<file path="config.mk">
export PLATFORM = sky130hd
export DESIGN_NAME = seq_divider_flat
export DESIGN_NICKNAME = d
export VERILOG_FILES = /design/src/rtl/seq_divider_if.sv /design/src/rtl/seq_divider.sv /design/src/flat_wrapper.sv
export SDC_FILE = /design/constraint.sdc
export NUM_CORES = 1
export LEC_CHECK = 0
export ABC_AREA = 1
export BUFFER_PORTS_ARGS = -buffer_cell sky130_fd_sc_hd__buf_4
export CORE_UTILIZATION = 25
export CTS_BUF_LIST = sky130_fd_sc_hd__clkbuf_4
export DETAILED_ROUTE_END_ITERATION = 12
export HOLD_SLACK_MARGIN = 0.05
export PLACE_DENSITY = 0.51
export SYNTH_ARGS = -nofsm -noshare
export SYNTH_HDL_FRONTEND = slang
export SYNTH_SLANG_ARGS = --single-unit
export TNS_END_PERCENT = 20
</file>
<file path="constraint.sdc">
create_clock -name clk_i -period 5.95 [get_ports clk_i]
set_clock_uncertainty 0.2 [all_clocks]
set_input_delay 1.19 -clock clk_i [delete_from_list [all_inputs] [get_ports clk_i]]
set_output_delay 1.19 -clock clk_i [all_outputs]
set_load 0.01 [all_outputs]
</file>
<file path="src/rtl/seq_divider_if.sv">
// Start/done handshake and operand/result bus between the control unit and seq_divider.
// clk_i and rst_ni are kept off this bus and remain plain module ports.
interface seq_divider_if #(
  parameter int WIDTH = 5
);
  logic             start_i;
  logic [WIDTH-1:0] dividend_i;
  logic [WIDTH-1:0] divisor_i;
  logic [WIDTH-1:0] quotient_o;
  logic [WIDTH-1:0] remainder_o;
  logic             busy_o;
  logic             done_o;
  logic             dbz_o;

  modport master (
    output start_i, dividend_i, divisor_i,
    input  quotient_o, remainder_o, busy_o, done_o, dbz_o
  );

  modport slave (
    input  start_i, dividend_i, divisor_i,
    output quotient_o, remainder_o, busy_o, done_o, dbz_o
  );
endinterface

</file>
<file path="src/rtl/seq_divider.sv">
// Iterative unsigned restoring divider: one quotient bit per clock, each trial
// subtraction done on a fulladder ripple chain in subtract mode.
module seq_divider #(
  parameter int WIDTH = 5,
  parameter int CW    = $clog2(WIDTH + 1)
) (
  input logic        clk_i,
  input logic        rst_ni,
  seq_divider_if.slave bus
);

  localparam logic [1:0]    IDLE     = 2'd0;
  localparam logic [1:0]    CALC     = 2'd1;
  localparam logic [1:0]    DONE     = 2'd2;
  localparam logic [CW-1:0] CNT_ZERO = CW'(0);
  localparam logic [CW-1:0] CNT_ONE  = CW'(1);
  localparam logic [CW-1:0] CNT_LAST = CW'(WIDTH - 1);

  logic [1:0]       state_r;
  logic [WIDTH-1:0] q_r;
  logic [WIDTH-1:0] d_r;
  logic [WIDTH:0]   r_r;
  logic [CW-1:0]    cnt_r;
  logic [WIDTH-1:0] quotient_r;
  logic [WIDTH-1:0] remainder_r;
  logic             busy_r;
  logic             done_r;
  logic             dbz_r;

  logic [WIDTH:0]   shifted_s;
  logic [WIDTH+1:0] chain_s;
  logic [WIDTH:0]   r_next_s;
  logic [WIDTH-1:0] q_next_s;

  // a - b as a + ~b + 1 on a ripple of full adders; MSB of the result is the carry-out (1 = no borrow)
  function automatic logic [WIDTH+1:0] sub_chain(input logic [WIDTH:0] a, input logic [WIDTH:0] b);
    logic [WIDTH:0] bn;
    logic [WIDTH:0] s;
    logic           c;
    bn = ~b;
    c  = 1'b1;
    for (int i = 0; i <= WIDTH; i++) begin
      s[i] = a[i] ^ bn[i] ^ c;
      c    = (a[i] & bn[i]) | (c & (a[i] ^ bn[i]));
    end
    return {c, s};
  endfunction

  // One restoring step: shift {R,Q}, trial subtract, keep or restore
  always_comb begin
    shifted_s = (r_r << 1) | {{WIDTH{1'b0}}, q_r[WIDTH-1]};
    chain_s   = sub_chain(shifted_s, {1'b0, d_r});
    if (chain_s[WIDTH+1]) begin
      r_next_s = chain_s[WIDTH:0];
      q_next_s = {q_r[WIDTH-2:0], 1'b1};
    end else begin
      r_next_s = shifted_s;
      q_next_s = {q_r[WIDTH-2:0], 1'b0};
    end
  end

  // Control FSM, working registers and registered result outputs
  always_ff @(posedge clk_i or negedge rst_ni) begin
    if (!rst_ni) begin
      state_r     <= IDLE;
      q_r         <= {WIDTH{1'b0}};
      d_r         <= {WIDTH{1'b0}};
      r_r         <= {(WIDTH+1){1'b0}};
      cnt_r       <= CNT_ZERO;
      quotient_r  <= {WIDTH{1'b0}};
      remainder_r <= {WIDTH{1'b0}};
      busy_r      <= 1'b0;
      done_r      <= 1'b0;
      dbz_r       <= 1'b0;
    end else begin
      case (state_r)
        IDLE: begin
          done_r <= 1'b0;
          busy_r <= 1'b0;
          if (bus.start_i) begin
            q_r   <= bus.dividend_i;
            d_r   <= bus.divisor_i;
            r_r   <= {(WIDTH+1){1'b0}};
            cnt_r <= CNT_ZERO;
            dbz_r <= (bus.divisor_i == {WIDTH{1'b0}});
            if (bus.divisor_i == {WIDTH{1'b0}}) begin
              // divide by zero resolves on the accept edge itself
              quotient_r  <= {WIDTH{1'b1}};
              remainder_r <= bus.dividend_i;
              done_r      <= 1'b1;
              state_r     <= DONE;
            end else begin
              busy_r  <= 1'b1;
              state_r <= CALC;
            end
          end else begin
            state_r <= IDLE;
          end
        end
        CALC: begin
          q_r   <= q_next_s;
          r_r   <= r_next_s;
          cnt_r <= cnt_r + CNT_ONE;
          if (cnt_r == CNT_LAST) begin
            quotient_r  <= q_next_s;
            remainder_r <= r_next_s[WIDTH-1:0];
            busy_r      <= 1'b0;
            done_r      <= 1'b1;
            state_r     <= DONE;
          end else begin
            state_r <= CALC;
          end
        end
        DONE: begin
          done_r  <= 1'b0;
          busy_r  <= 1'b0;
          state_r <= IDLE;
        end
        default: begin
          done_r  <= 1'b0;
          busy_r  <= 1'b0;
          state_r <= IDLE;
        end
      endcase
    end
  end

  assign bus.quotient_o  = quotient_r;
  assign bus.remainder_o = remainder_r;
  assign bus.busy_o      = busy_r;
  assign bus.done_o      = done_r;
  assign bus.dbz_o       = dbz_r;

endmodule

</file>
<file path="src/flat_wrapper.sv">
// flat-port wrapper written by rule: the top's interface ports become plain ports
module seq_divider_flat 
#(
  parameter int WIDTH = 5,
  parameter int CW    = $clog2(WIDTH + 1)
)
  (clk_i, rst_ni, bus_start_i, bus_dividend_i, bus_divisor_i, bus_quotient_o, bus_remainder_o, bus_busy_o, bus_done_o, bus_dbz_o);
  seq_divider_if #(.WIDTH(WIDTH)) bus_i ();
  input logic clk_i;
  input logic rst_ni;
  input wire logic [$bits(bus_i.start_i)-1:0] bus_start_i;
  input wire logic [$bits(bus_i.dividend_i)-1:0] bus_dividend_i;
  input wire logic [$bits(bus_i.divisor_i)-1:0] bus_divisor_i;
  output wire logic [$bits(bus_i.quotient_o)-1:0] bus_quotient_o;
  output wire logic [$bits(bus_i.remainder_o)-1:0] bus_remainder_o;
  output wire logic [$bits(bus_i.busy_o)-1:0] bus_busy_o;
  output wire logic [$bits(bus_i.done_o)-1:0] bus_done_o;
  output wire logic [$bits(bus_i.dbz_o)-1:0] bus_dbz_o;
  assign bus_i.start_i = bus_start_i;
  assign bus_i.dividend_i = bus_dividend_i;
  assign bus_i.divisor_i = bus_divisor_i;
  assign bus_quotient_o = bus_i.quotient_o;
  assign bus_remainder_o = bus_i.remainder_o;
  assign bus_busy_o = bus_i.busy_o;
  assign bus_done_o = bus_i.done_o;
  assign bus_dbz_o = bus_i.dbz_o;
  seq_divider #(.WIDTH(WIDTH), .CW(CW)) u_core (.clk_i(clk_i), .rst_ni(rst_ni), .bus(bus_i));
endmodule
</file>
* Yosys cells after proc, flatten, opt, wreduce, memory -nomap -nowiden
Index checks and enable logic that the tools add are counted.
Cells by class: bitwise gates (word level) 30, add/subtract/negate cells 1, shift operators 0, div/mod/pow operators 0, multipliers 0, magnitude comparators 0, reduce and logical (&&, ||, !) cells 6, multiplexer cells 28, equality and inequality tests 5
Operator list (count):
- 5-bit two-way mux | 9
- 5-bit one-hot mux with 2 select lines | 4
- 1-bit bitwise AND | 11
- 1-bit bitwise XOR | 10
- 1-bit two-way mux | 7
- 2-bit two-way mux | 3
- 5-bit inverter with 6-bit output | 1
- 1-bit OR | 6
- 6-bit by 1-bit OR with 6-bit output | 1
- 3-bit one-hot mux with 2 select lines | 1
- 5-bit logical NOT | 1
- 2-bit by 1-bit != test with 1-bit output (second input constant) | 2
- 1-bit one-hot mux with 2 select lines | 2
- 2-bit one-hot mux with 2 select lines | 1
- 2-bit AND reduction | 2
- 4-bit AND reduction | 1
- 3-bit by 1-bit adder with 3-bit output (second input constant) | 1
- 3-bit == test (second input constant) | 1
- 3-bit two-way mux | 1
- 2-bit by 1-bit == test with 1-bit output (second input constant) | 1
- 2-bit logical NOT | 1
- 2-bit != test (second input constant) | 1
- 2-bit nonzero test | 1
- 1-bit inverter | 1
Word-level totals: bits in read-only memories 0, output and inout bits 13, memories 0, latch bits 0, logic and storage cells 80, bits in writable memories 0, flip-flop bits (word level) 33

* Longest topological paths before layout
depth after elaboration 16, depth in mapped cells 12, gate-level depth less buffers 12

* Worst setup path after synthesis
Ideal clock, no wire load.
kind register -> register, start point register u_core.d_r[0], end point register u_core.remainder_r[0], in the netlist u_core.bus.remainder_o[0], path buffers 0, period minus slack after synthesis 2778 ps, required time 5634 ps, arrival time 2462 ps, path slack 3172 ps, cell stages (with the launch flop) 12, path through dfrtp_1 -> ha_1 -> fa_1 -> fa_1 -> fa_1 -> fa_1 -> inv_1 -> nor2_1 -> nand3_1 -> nand3_1 -> nand2_1 -> nand2_1
On the way: cells in the longest elaborated chain, start to end 16, elaborated cells on any way between the ends 18
Ends and longest elaborated chain:
- from (decl) | RTL line seq_divider.sv:21 | logic [WIDTH-1:0] d_r;
- from (signal assigned) | RTL line seq_divider.sv:67 | d_r <= {WIDTH{1'b0}};
- from (signal assigned) | RTL line seq_divider.sv:82 | d_r <= bus.divisor_i;
- 5-bit inverter with 6-bit output (*) | RTL line seq_divider.sv:40 | bn = ~b;
- 1-bit bitwise AND / 1-bit bitwise XOR (equally long branches) | RTL line seq_divider.sv:44, seq_divider.sv:43
- 1-bit OR | RTL line seq_divider.sv:44 | c = (a[i] & bn[i]) | (c & (a[i] ^ bn[i]));
- 1-bit bitwise AND | RTL line seq_divider.sv:44
- 1-bit OR | RTL line seq_divider.sv:44
- 1-bit bitwise AND | RTL line seq_divider.sv:44
- 1-bit OR | RTL line seq_divider.sv:44
- 1-bit bitwise AND | RTL line seq_divider.sv:44
- 1-bit OR | RTL line seq_divider.sv:44
- 1-bit bitwise AND | RTL line seq_divider.sv:44
- 1-bit OR | RTL line seq_divider.sv:44
- 1-bit bitwise AND | RTL line seq_divider.sv:44
- 1-bit OR | RTL line seq_divider.sv:44
- 5-bit two-way mux (*) | RTL line seq_divider.sv:53 | if (chain_s[WIDTH+1]) begin
- 5-bit two-way mux (*) | RTL line seq_divider.sv:104 | if (cnt_r == CNT_LAST) begin
- 5-bit one-hot mux with 2 select lines (*) | RTL line seq_divider.sv:76 | case (state_r)
- to (signal assigned) | RTL line seq_divider.sv:71 | remainder_r <= {WIDTH{1'b0}};
- to (signal assigned) | RTL line seq_divider.sv:89 | remainder_r <= bus.dividend_i;
- to (signal assigned) | RTL line seq_divider.sv:106 | remainder_r <= r_next_s[WIDTH-1:0];
- to (decl) | RTL line seq_divider.sv:25 | logic [WIDTH-1:0] remainder_r;
Mark *: on every way between the ends. The rest lies on a longest branch, timed or not. The select of a mux whose other input is x is not followed. A chain may end at the register's enable or synchronous reset.

* Worst setup path in the final report
start point register u_core.q_r[4], end point register u_core.remainder_r[1], in the netlist u_core.bus.remainder_o[1]
On the way: cells in the longest elaborated chain, start to end 16, elaborated cells on any way between the ends 18
Ends and longest elaborated chain:
- from (decl) | RTL line seq_divider.sv:20 | logic [WIDTH-1:0] q_r;
- from (signal assigned) | RTL line seq_divider.sv:66 | q_r <= {WIDTH{1'b0}};
- from (signal assigned) | RTL line seq_divider.sv:81 | q_r <= bus.dividend_i;
- from (signal assigned) | RTL line seq_divider.sv:101 | q_r <= q_next_s;
- 6-bit by 1-bit OR with 6-bit output (*) | RTL line seq_divider.sv:51 | shifted_s = (r_r << 1) | {{WIDTH{1'b0}}, q_r[WIDTH-1]};
- 1-bit bitwise AND / 1-bit bitwise XOR (equally long branches) | RTL line seq_divider.sv:44
- 1-bit OR (*) | RTL line seq_divider.sv:44
- 1-bit bitwise AND | RTL line seq_divider.sv:44
- 1-bit OR | RTL line seq_divider.sv:44
- 1-bit bitwise AND | RTL line seq_divider.sv:44
- 1-bit OR | RTL line seq_divider.sv:44
- 1-bit bitwise AND | RTL line seq_divider.sv:44
- 1-bit OR | RTL line seq_divider.sv:44
- 1-bit bitwise AND | RTL line seq_divider.sv:44
- 1-bit OR | RTL line seq_divider.sv:44
- 1-bit bitwise AND | RTL line seq_divider.sv:44
- 1-bit OR | RTL line seq_divider.sv:44
- 5-bit two-way mux (*) | RTL line seq_divider.sv:53
- 5-bit two-way mux (*) | RTL line seq_divider.sv:104
- 5-bit one-hot mux with 2 select lines (*) | RTL line seq_divider.sv:76
Marked as above.

==> impl_results.rst <==
.. list-table::
   :header-rows: 1

   * - Metric
     - Value
   * - Share of flip-flops with an asynchronous set or reset after synthesis
     - 1.00
   * - Synth Instances
     - 193
   * - Syn_nets
     - 213
   * - Post-synth top flop
     - sky130_fd_sc_hd__dfrtp_1
   * - Top-Level Pins
     - 26
   * - Finish-stage setup viols
     - 0
   * - Maximum clock frequency
     - 339 MHz
   * - Global-route usage over all layers
     - 0.112
   * - Sum of buffers and inverters on the critical path
     - 1
   * - End-of-flow core utilization
     - 0.314
   * - Synth-to-Final Area Change
     - 18.1%
   * - Worst r2r src
     - u_core.q_r[4]$_DFFE_PN0P_
   * - CP max-delay cell
     - sky130_fd_sc_hd__fa_1
   * - Post-detailed-placement half-perimeter wirelength
     - 2490 um
   * - Vias
     - 1,258
   * - Flip-flop and latch count after synthesis
     - 33
   * - Ys Warns
     - 0
   * - Power Density
     - 551 nW/um2
   * - Clock root buffer
     - sky130_fd_sc_hd__clkbuf_4
   * - Sequential element share of the synthesized area
     - 0.509
   * - End point of the critical path
     - u_core.bus.remainder_o[1]$_DFFE_PN0P_
   * - Category of cells accounting for the largest share of critical-path delay
     - adder cells
   * - Max-cap violations
     - 0
   * - Sum of negative setup slack
     - 0 ns
   * - Cell type contributing the most total cell area after synthesis
     - sky130_fd_sc_hd__dfrtp_1
   * - Worst skew pair latency
     - 0.33 ns
   * - Detailed router's first-iteration violation count
     - 69
   * - Main combinational cell family by area after synthesis
     - simple AND/OR/NAND/NOR gates
   * - Grt ovf
     - 0
   * - Fraction of layout instances using a drive strength above 1
     - 0.167
   * - TritonCTS Buffers
     - 5
   * - Kind of end point of the critical path
     - register
   * - Cts-stage hold buffer count
     - 0
   * - Starting Density
     - 0.266
   * - Kind of launch point of the worst setup path
     - register
   * - Pin count of the biggest net entering global routing
     - 34
   * - RD Place Congestion
     - 0.757
   * - Core ar.
     - 6100 um2
   * - Post-route DRC
     - 0
   * - Outcome
     - finished, final reports clean
   * - Top cells by area in the synthesized netlist
     - sky130_fd_sc_hd__dfrtp_1, sky130_fd_sc_hd__nand2_1, sky130_fd_sc_hd__nand3_1, sky130_fd_sc_hd__inv_1, sky130_fd_sc_hd__fa_1
   * - FP Rows
     - 28
   * - Hold violation count in the final report
     - 0
   * - Worst vdd ir
     - 0.185 mV
   * - Unrepaired setup endpoints after global routing
     - no
   * - Antenna violations before repair
     - 0
   * - Setup Crit Path Kind
     - register to register
   * - Count of buffers added by post-CTS timing repair for setup
     - 0
   * - Number of global-route vias before repair
     - 1,105
   * - Total Wirelength
     - 3340 um
   * - Reg-to-reg endpoint
     - u_core.bus.remainder_o[1]$_DFFE_PN0P_
   * - Area share of fa/ha/maj cells after synthesis
     - 0.0725
   * - Clock Pin Slew Worst Setup and Hold Paths
     - 0.11 ns
   * - CP Data Required Time
     - 6.02 ns
   * - Die extent in x
     - 82.5 um
   * - Most instantiated library cell after synthesis
     - sky130_fd_sc_hd__nand2_1
   * - Diode count
     - 0
   * - Worst slew margin relative to its limit
     - 0.509
   * - Count of unique library cells instantiated by Yosys
     - 18
   * - Wire length of the first global-routing pass
     - 5500 um
   * - Slew at the pin closest to its max-slew limit
     - 0.736 ns
   * - Antenna-violating nets left
     - 0
   * - Syn Std Cell Area
     - 1620 um2
   * - DR vias/cell
     - 4.25
   * - Die boundary height
     - 82.5 um
   * - Xor/xnor cell area share of the yosys netlist
     - 0
   * - Multiplexer area fraction after synthesis
     - 0
   * - Number of flops mapped to enable cells by yosys
     - 0
   * - WL/cell
     - 11.3 um
   * - CTS tree
     - built
   * - # H-tree levels
     - 2
   * - Critical Path, Cell by Cell
     - inv_1 > ha_1 > fa_1 > fa_1 > fa_1 > fa_1 > nand2_1 > nand3_1 > nand3_1 > nand2_1 > nand2_1
   * - Number of sinks driven by the clock tree
     - 33
   * - Top cell types by occurrence after synthesis
     - sky130_fd_sc_hd__nand2_1, sky130_fd_sc_hd__dfrtp_1, sky130_fd_sc_hd__inv_1
   * - Crit path max fanout
     - 5
   * - Levels on crit path
     - 11
   * - Number of max-slew violations in the final report
     - 0
   * - Path category of the worst min-delay check
     - register to register
   * - Final nets
     - 240
   * - Floorplan die area
     - 6810 um2
   * - Number of detailed-routing iterations run before antenna repair
     - 4
   * - Worst reg-to-reg setup slack
     - 3.00 ns
   * - Area fraction in compound gates after synthesis
     - 0.0725
   * - Arrival time at the worst endpoint
     - 3.02 ns
   * - Worst path max stage delay
     - 0.40 ns
   * - # port buffers
     - 25
   * - Worst r2r path cells
     - 11
   * - Standby leakage power
     - 1.03 nW
   * - Share of the cycle needed by the critical path after routing
     - 0.495
   * - Time the worst path needs with I/O delays and setup
     - 2.95 ns
   * - Simple-Gate Fraction of Synth Area
     - 0.262
   * - Deepest clock path buffer count
     - 2
   * - Area share of the leading cell type in the synthesized netlist
     - 0.509
   * - Critical path launch point
     - u_core.q_r[4]$_DFFE_PN0P_
   * - Cell seen most often among critical-path stages
     - sky130_fd_sc_hd__fa_1
   * - Average footprint of a synthesized cell
     - 8.40 um2
   * - Number of instances resized during post-cts repair
     - 0
[logic make-up after synthesis]
family / Yosys count
AO/OA/AOI/OAI: 21
flip-flops: 33
adder cells (fa/ha/maj): 7
buffers and inverters: 30
AND/OR/NAND/NOR: 102
[flip-flops by register name, summed over array words and instances, names as in the netlist]
signal and cells:
u_core.q_r 5, u_core.bus.remainder_o 5, u_core.r_r 5, u_core.d_r 5, u_core.cnt_r 3, u_core.state_r 2, u_core.bus.busy_o 1, u_core.bus.dbz_o 1
u_core.bus.done_o 1, u_core.bus.quotient_o 5
[worst min-delay path by stage]
| stage | from | end | slack, ns | cells after the start |
|---|---|---|---|---|
| after floorplan | u_core.cnt_r[2]$_DFFE_PN0P_ | u_core.cnt_r[2]$_DFFE_PN0P_ | 0.26 | 1 |
| after global placement | u_core.bus.quotient_o[4]$_DFFE_PN0P_ | u_core.bus.quotient_o[4]$_DFFE_PN0P_ | 0.26 | 2 |
| after detailed placement | u_core.bus.quotient_o[2]$_DFFE_PN0P_ | u_core.bus.quotient_o[2]$_DFFE_PN0P_ | 0.26 | 2 |
| after CTS | u_core.bus.quotient_o[2]$_DFFE_PN0P_ | u_core.bus.quotient_o[2]$_DFFE_PN0P_ | 0.29 | 2 |
| after global routing | u_core.bus.busy_o$_DFFE_PN0P_ | u_core.bus.busy_o$_DFFE_PN0P_ | 0.32 | 2 |
| final | u_core.bus.quotient_o[3]$_DFFE_PN0P_ | u_core.bus.quotient_o[3]$_DFFE_PN0P_ | 0.28 | 2 |
[final cells by class]
| class | instances | area, um2 |
|---|---|---|
| Timing Repair Buffer | 25 | 188 |
| Tap cell | 75 | 93.8 |
| Multi-Input combinational cell | 130 | 659 |
| Inverter | 25 | 93.8 |
| Clock buffer | 5 | 37.5 |
| Clock inverter | 3 | 17.5 |
| Sequential cell | 33 | 826 |
| Fill cell | 685 | 4180 |
[worst min-delay path: stages (launching register included)]
cell and delay (ns):
sky130_fd_sc_hd__dfrtp_1 0.36, sky130_fd_sc_hd__nand2_1 0.05, sky130_fd_sc_hd__nand2_1 0.04
[layer usage]
metal,global-route usage,part of all wire,vias up
li1,-,-,662
met1,0.163,0.53,569
met2,0.155,0.42,22
met3,0.0330,0.039,5
met4,0.0414,0.010,0
met5,0,0,-
[metrics by stage]
stage | total power [mW] | hold WS (ns) | cell area, um2 | cells | worst slack (ns)
global placement | 0.940 | 0.257 | 1860 | 288 | 3.02
finish | 1.06 | 0.284 | 1920 | 296 | 3.00
global route | 1.18 | 0.319 | 1920 | 296 | 2.85
floorplan | 0.802 | 0.255 | 1620 | 193 | 3.17
detailed placement | 0.947 | 0.261 | 1860 | 288 | 3.00
CTS | 1.07 | 0.290 | 1920 | 296 | 2.99
[power breakdown]
part,switching [mW],internal [mW]
clock network,0.0764,0.0445
logic,0.343,0.209
registers,0.0553,0.328
[placed cells by master (no fill, tap or decap), drive strengths merged]
| cell | n |
|---|---|
| nand3 | 21 |
| inv | 25 |
| o211ai | 5 |
| buf | 25 |
| clkinv | 2 |
| nand2 | 73 |
| clkinvlp | 1 |
| a21oi | 2 |
| dfrtp | 33 |
| o21ai | 14 |
| fa | 4 |
| ha | 3 |
| nor2 | 7 |
| clkbuf | 5 |
| nand4 | 1 |
(Power assumes the default switching activity.)
